[config.mk]
export PLATFORM = sky130hd
export DESIGN_NAME = pin_bus_sequencer
export DESIGN_NICKNAME = d
export VERILOG_FILES = /design/src/rtl/pin_bus_sequencer_pkg.sv /design/src/rtl/pin_bus_sequencer_bus_wait_timer.sv /design/src/rtl/pin_bus_sequencer.sv
export SDC_FILE = /design/constraint.sdc
export NUM_CORES = 1
export LEC_CHECK = 0
export ABC_AREA = 0
export CORE_AREA = 3 3 74 76
export CTS_BUF_LIST = sky130_fd_sc_hd__clkbuf_8
export CTS_CLUSTER_DIAMETER = 100
export DETAILED_ROUTE_END_ITERATION = 10
export DIE_AREA = 0 0 77 79
export DONT_BUFFER_PORTS = 1
export PLACE_DENSITY_LB_ADDON = 0.3
export SLEW_MARGIN = 20
export SYNTH_ARGS = -nofsm -noshare
export SYNTH_HDL_FRONTEND = slang
export SYNTH_HIERARCHICAL = 1
export SYNTH_SLANG_ARGS = --single-unit
[constraint.sdc]
create_clock -name clk -period 2.8 [get_ports clk]
set_clock_uncertainty 0.15 [all_clocks]
set_input_delay 0.56 -clock clk [delete_from_list [all_inputs] [get_ports clk]]
set_output_delay 0.56 -clock clk [all_outputs]
set_load 0.05 [all_outputs]
[src/rtl/pin_bus_sequencer_pkg.sv]
// Shared types and constants for the TinyTapeout pin bus sequencer.
// Pin drive values for each transfer phase are derived in one helper function.
package pin_bus_sequencer_pkg;

    typedef enum logic [1:0] {
        ST_IDLE    = 2'd0,
        ST_ADDR_HI = 2'd1,
        ST_ADDR_LO = 2'd2,
        ST_DATA    = 2'd3
    } state_e;

    localparam int RW_BIT  = 0;
    localparam int ALE_BIT = 1;

    localparam logic [7:0] OE_NONE = 8'h00;
    localparam logic [7:0] OE_CTRL = 8'h03;
    localparam logic [7:0] OE_ALL  = 8'hFF;

    typedef struct packed {
        logic [15:0] addr;
        logic        rw;
        logic [7:0]  wdata;
    } req_t;

    typedef struct packed {
        logic [7:0] uo;
        logic [7:0] uio;
        logic [7:0] oe;
    } pins_t;

    // Pin image that should be visible while the bus sits in state st.
    function automatic pins_t pins_for(input state_e st, input req_t r);
        pins_t p;
        p.uo  = 8'h00;
        p.uio = 8'h00;
        p.oe  = OE_NONE;
        case (st)
            ST_IDLE: begin
                p.oe = OE_NONE;
            end
            ST_ADDR_HI: begin
                p.uo           = r.addr[15:8];
                p.uio[ALE_BIT] = 1'b1;
                p.uio[RW_BIT]  = r.rw;
                p.oe           = OE_CTRL;
            end
            ST_ADDR_LO: begin
                p.uo          = r.addr[7:0];
                p.uio[RW_BIT] = r.rw;
                p.oe          = OE_CTRL;
            end
            ST_DATA: begin
                p.uo = r.addr[7:0];
                if (r.rw) begin
                    p.uio = 8'h00;
                    p.oe  = OE_NONE;
                end else begin
                    p.uio = r.wdata;
                    p.oe  = OE_ALL;
                end
            end
            default: begin
                p.oe = OE_NONE;
            end
        endcase
        return p;
    endfunction

endpackage

[src/rtl/pin_bus_sequencer_bus_wait_timer.sv]
// Registers the external ready line and counts DATA-phase wait cycles,
// flagging completion either on ready or when the wait budget runs out.
module bus_wait_timer #(
    parameter int unsigned WAIT_MAX = 15
) (
    input  logic clk,
    input  logic rst_n,
    input  logic ext_rdy,
    input  logic in_data,
    output logic rdy_o,
    output logic done_o,
    output logic timeout_o
);

    localparam logic [7:0] WAIT_MAX_C = 8'(WAIT_MAX);

    logic       rdy_q, rdy_d;
    logic [7:0] cnt_q, cnt_d;
    logic       at_max_s;

    // Completion decode and saturating wait counter, cleared whenever DATA ends.
    always_comb begin
        rdy_d     = ext_rdy;
        at_max_s  = (cnt_q == WAIT_MAX_C);
        done_o    = in_data && (rdy_q || at_max_s);
        timeout_o = in_data && !rdy_q && at_max_s;
        if (!in_data || done_o) begin
            cnt_d = 8'd0;
        end else if (!rdy_q && !at_max_s) begin
            cnt_d = cnt_q + 8'd1;
        end else begin
            cnt_d = cnt_q;
        end
        rdy_o = rdy_q;
    end

    // Ready synchroniser stage and counter state.
    always_ff @(posedge clk or negedge rst_n) begin
        if (!rst_n) begin
            rdy_q <= 1'b0;
            cnt_q <= 8'd0;
        end else begin
            rdy_q <= rdy_d;
            cnt_q <= cnt_d;
        end
    end

endmodule

[src/rtl/pin_bus_sequencer.sv]
// Sequences one 16-bit memory request onto the shared pins as ADDR_HI, ADDR_LO,
// DATA phases and returns read data to the core with a one-cycle response pulse.
module pin_bus_sequencer
    import pin_bus_sequencer_pkg::*;
#(
    parameter int unsigned WAIT_MAX  = 15,
    parameter logic [7:0]  IDLE_FILL = 8'hFF
) (
    input  logic        clk,
    input  logic        rst_n,
    input  logic        req_valid,
    output logic        req_ready,
    input  logic [15:0] req_addr,
    input  logic        req_rw,
    input  logic [7:0]  req_wdata,
    output logic        rsp_valid,
    output logic [7:0]  rsp_rdata,
    output logic        rsp_timeout,
    input  logic        ext_rdy,
    input  logic [7:0]  uio_in,
    output logic [7:0]  uo_out,
    output logic [7:0]  uio_out,
    output logic [7:0]  uio_oe,
    output logic        busy
);

    state_e     state_q, state_d;
    req_t       req_q, req_d;
    pins_t      pins_q, pins_d;
    logic       rsp_valid_q, rsp_valid_d;
    logic [7:0] rsp_rdata_q, rsp_rdata_d;
    logic       rsp_timeout_q, rsp_timeout_d;
    logic       in_data_s, done_s, timeout_s, rdy_s, accept_s;

    assign in_data_s = (state_q == ST_DATA);

    bus_wait_timer #(
        .WAIT_MAX (WAIT_MAX)
    ) u_wait_timer (
        .clk       (clk),
        .rst_n     (rst_n),
        .ext_rdy   (ext_rdy),
        .in_data   (in_data_s),
        .rdy_o     (rdy_s),
        .done_o    (done_s),
        .timeout_o (timeout_s)
    );

    // Next state, request latch, pin image for the upcoming state, and response.
    always_comb begin
        state_d       = state_q;
        req_d         = req_q;
        rsp_valid_d   = 1'b0;
        rsp_rdata_d   = rsp_rdata_q;
        rsp_timeout_d = rsp_timeout_q;

        // Ready depends only on state and the wait timer, never on req_valid.
        req_ready = (state_q == ST_IDLE) || (in_data_s && done_s);
        accept_s  = req_valid && req_ready;

        if (accept_s) begin
            req_d.addr  = req_addr;
            req_d.rw    = req_rw;
            req_d.wdata = req_wdata;
        end else begin
            req_d = req_q;
        end

        case (state_q)
            ST_IDLE: begin
                if (accept_s) begin
                    state_d = ST_ADDR_HI;
                end else begin
                    state_d = ST_IDLE;
                end
            end
            ST_ADDR_HI: begin
                state_d = ST_ADDR_LO;
            end
            ST_ADDR_LO: begin
                state_d = ST_DATA;
            end
            ST_DATA: begin
                if (done_s) begin
                    state_d       = accept_s ? ST_ADDR_HI : ST_IDLE;
                    rsp_valid_d   = 1'b1;
                    rsp_timeout_d = timeout_s;
                    if (req_q.rw) begin
                        rsp_rdata_d = timeout_s ? IDLE_FILL : uio_in;
                    end else begin
                        rsp_rdata_d = rsp_rdata_q;
                    end
                end else begin
                    state_d = ST_DATA;
                end
            end
            default: begin
                state_d = ST_IDLE;
            end
        endcase

        pins_d = pins_for(state_d, req_d);
    end

    // Architectural state and all registered outputs.
    always_ff @(posedge clk or negedge rst_n) begin
        if (!rst_n) begin
            state_q       <= ST_IDLE;
            req_q         <= '0;
            pins_q        <= '0;
            rsp_valid_q   <= 1'b0;
            rsp_rdata_q   <= 8'h00;
            rsp_timeout_q <= 1'b0;
        end else begin
            state_q       <= state_d;
            req_q         <= req_d;
            pins_q        <= pins_d;
            rsp_valid_q   <= rsp_valid_d;
            rsp_rdata_q   <= rsp_rdata_d;
            rsp_timeout_q <= rsp_timeout_d;
        end
    end

    assign uo_out      = pins_q.uo;
    assign uio_out     = pins_q.uio;
    assign uio_oe      = pins_q.oe;
    assign rsp_valid   = rsp_valid_q;
    assign rsp_rdata   = rsp_rdata_q;
    assign rsp_timeout = rsp_timeout_q;
    assign busy        = (state_q != ST_IDLE);

endmodule

==> results.md <==
* Outcome: complete, no violations
* Clock Path Buffers at 2
* Critical path launch point type: register
* Final min period at 2.68 ns
* Num CTS Buffers at 5
* Worst EP arrival at approximately 2.0 ns
* Layout cells sized above 1 at 25.7%
* Vias at 2130
* Number of nets in the layout at 313
* Yosys reg bits at 56
* DR DRC count at 0
* # rows at 25
* Sw Share at 52.5%
* Wire per inst at 18.4 um
* Area growth, synth to finish at 0.397%
* VDD IR max at 605 uV
* RSZ-0062 raised after global routing: no
* Vias per cell at roughly 6.2
* Leading area contributor after synthesis: dfrtp_1
* Yosys warnings at 6
* CTS clk-pin slew, worst paths at 0.08 ns
* Sequential Power Share at 48.8%
* Worst setup margin at 0.118 ns
* Post-DP HPWL at 4180 um
* Final core utilization at 66.1%
* I/O pin total at 73
* Chip width at 77 um
* Routed Antenna Nets at 0
* First-pass DRT Iterations at 5
* Initial core utilization at 65.9%
* First-pass GRT wire length at 10600 um
* Final Hold Vio Count at 0
* Flop-to-flop setup slack at 0.43 ns
* Final setup TNS at 0 ns
* Number of global-route vias before repair at 2075
* Post-Route WL at 6310 um
* Die H at 79 um
* WS Path Type: reg -> out
* Max-cap violations at 0
* Tcrit/Tclk final at 95.8%
* Total Power at 4.08 mW
* Logic pwr share at 41.0%
* CTS tree: built
* FF+latch area at 1400 um^2
* Slew Limit Fails at 0
* Sw power at about 2.1 mW
* Initial antenna violation count at 0
* Hold Crit Depth at 0
* Min-delay src: ext_rdy
* Mean post-synth cell area at 10.9 um^2
* Most frequent cell after synthesis: dfrtp_1
* Pwr/cell area at 1290 nW/um^2
* GRT overflow at 0
* CTS sink count at 56
* Dpl ws at between 0.2 and 0.3 ns
* DR iter-0 viols at 126
* Peak Freq at 373 MHz
* Largest cells by area after synthesis: dfrtp_1 44%, o32ai_2 7.2%, a211oi_2 6.0%
* Post-synth top cells: 56 x dfrtp_1, 28 x nor2_1, 23 x o21ai_1, 20 x nand2_1, 15 x a211oi_2
* Syn Nets at 328
* Clock power frac at roughly a tenth
* ANT cells at 0
* Core ar. at 4790 um^2
* Post-synthesis sequential area ratio at 44.4%
* Final setup fails at 0
* Crit Path Max Fanout at 6
* Top_reg_cell synth: dfrtp_1
* CP Capture Type: output port
* Worst r2r path cells at 8
* Clk Latency, worst-skew pair at 0.31 ns
* Max H-tree Level at 2
* Post-synth EDFFs at 0
* Required time worst endpoint at between 2 and 2.5 ns
* Asr flop ratio synth at 100%
* Post-Syn Instances at 290
* Area of the multi-input gates at ~1400 um^2
* GR Util All Layers at 22.1%
* RD Place Congestion at 0.761
* RR Endpoint: req_q[12]$_DFF_PN0_
* P_leak at 1.31 nW
* Hold crit path type: in -> reg
* Synth top area share at 44.4%
* Pin count of the biggest net entering global routing at 57
* Yosys cell types at 55
* Die footprint at 6080 um^2
* Buffers on Ports at 0
* Fill count at 377
* Worst-margin pin slew at approximately 0.86 ns
* Clk root buf: clkbuf_8
* Worst R2R Start: u_wait_timer/cnt_q[4]$_DFFE_PN0P_
* Hold EP: u_wait_timer/rdy_o$_DFF_PN0_
* Post-Syn Area at 3150 um^2
* Slew HR at 42.6%
* Internal power at approximately 1.9 mW
[area by class of cell]
type / count / share of cell area, %
Sequential cell: 56 / 44.3
Clock inverter: 3 / 0.395
Timing Repair Buffer: 14 / 4.43
Multi-Input combinational cell: 191 / 45.0
Clock buffer: 5 / 2.17
Inverter: 7 / 1.07
Tap cell: 67 / 2.65
[flip-flops by register name (all words and copies together) (netlist names)]
name / cells
state_q: 2
req_q: 17
rsp_valid: 1
rsp_rdata: 8
uio_out: 8
uo_out: 8
u_wait_timer/rdy_o: 1
rsp_timeout: 1
u_wait_timer/cnt_q: 8
uio_oe: 2
[worst max-delay path, cell delays in order, from the launching register on]
cell and delay, ns:
dfrtp_1 0.43, or4_4 0.60, nor2_1 0.13, o21a_2 0.21
nand3_2 0.12, nand2_4 0.19
[per-layer routing]
layer,up-vias,share of wire (%),track usage (%)
met5,-,0,0
met4,0,0.62,7.83
met3,4,6.0,5.67
met2,60,51,36.2
met1,1055,43,28.5
li1,1011,-,-
[kinds of logic after synthesis]
logic type	after synthesis	share of synthesized area (%)
xor gates and xnor gates	2	0.556
adders and majority gates	1	0.397
buffers and inverters	43	10.4
and+or+nand+nor	101	18.6
AOI/OAI and AO/OA	84	24.6
DFF	56	44.4
muxes	3	1.03
[cells in the final DEF, fill, tap and decap left out, types with 2 or more instances in the layout]
cell type   n
dfrtp_1    55
nor2_1     28
o21ai_1    23
nand2_1    20
a211oi_2   15
nand4b_1   14
o32ai_2    14
nand3_1    12
buf_4      11
a21oi_1     7
inv_1       6
o21ai_2     6
and3_1      6
o21ai_0     5
clkbuf_8    5
nand2b_1    3
or3_1       3
inv_2       2
mux2_1      2
o221ai_1    2
nor3_1      2
o22ai_1     2
[per-stage QoR]
stage          hold WS, ns  instance area, um^2  std cells
2_1_floorplan        0.114                 3150        290
3_3_place_gp         0.117                 3020        330
3_5_place_dp         0.116                 3020        330
4_1_cts              0.117                 3140        340
5_1_grt              0.103                 3170        343
6_report             0.137                 3170        343
[timing repair]
item	4_1_cts	5_1_grt
pin swaps	0	2
setup buffers	0	3
endpoints found under the setup margin	1	1
endpoints found under the hold margin	56	0
gates resized for setup	1	0
hold buffers	2	0
[power groups by stage]
stage	clock (mW)	combinational, mW	sequential, mW
2_1_floorplan	0	1.60	1.94
3_3_place_gp	0	1.59	2.00
3_5_place_dp	0	1.63	2.01
4_1_cts	0.431	1.66	1.99
5_1_grt	0.471	1.83	2.03
6_report	0.418	1.67	1.99
[worst max path at each step]
stage | to | slack, ns | cells past startpoint | from
finish | req_ready | 0.12 | 5 | u_wait_timer/cnt_q[4]$_DFFE_PN0P_
global route | req_ready | 0.03 | 5 | u_wait_timer/cnt_q[4]$_DFFE_PN0P_
CTS | req_ready | 0.05 | 5 | u_wait_timer/cnt_q[4]$_DFFE_PN0P_
detailed placement | req_q[12]$_DFF_PN0_ | 0.29 | 8 | u_wait_timer/cnt_q[4]$_DFFE_PN0P_
global placement | req_ready | 0.32 | 5 | u_wait_timer/cnt_q[4]$_DFFE_PN0P_
floorplan | req_ready | 0.37 | 7 | u_wait_timer/cnt_q[4]$_DFFE_PN0P_
Power figures use the tool's default switching activity.
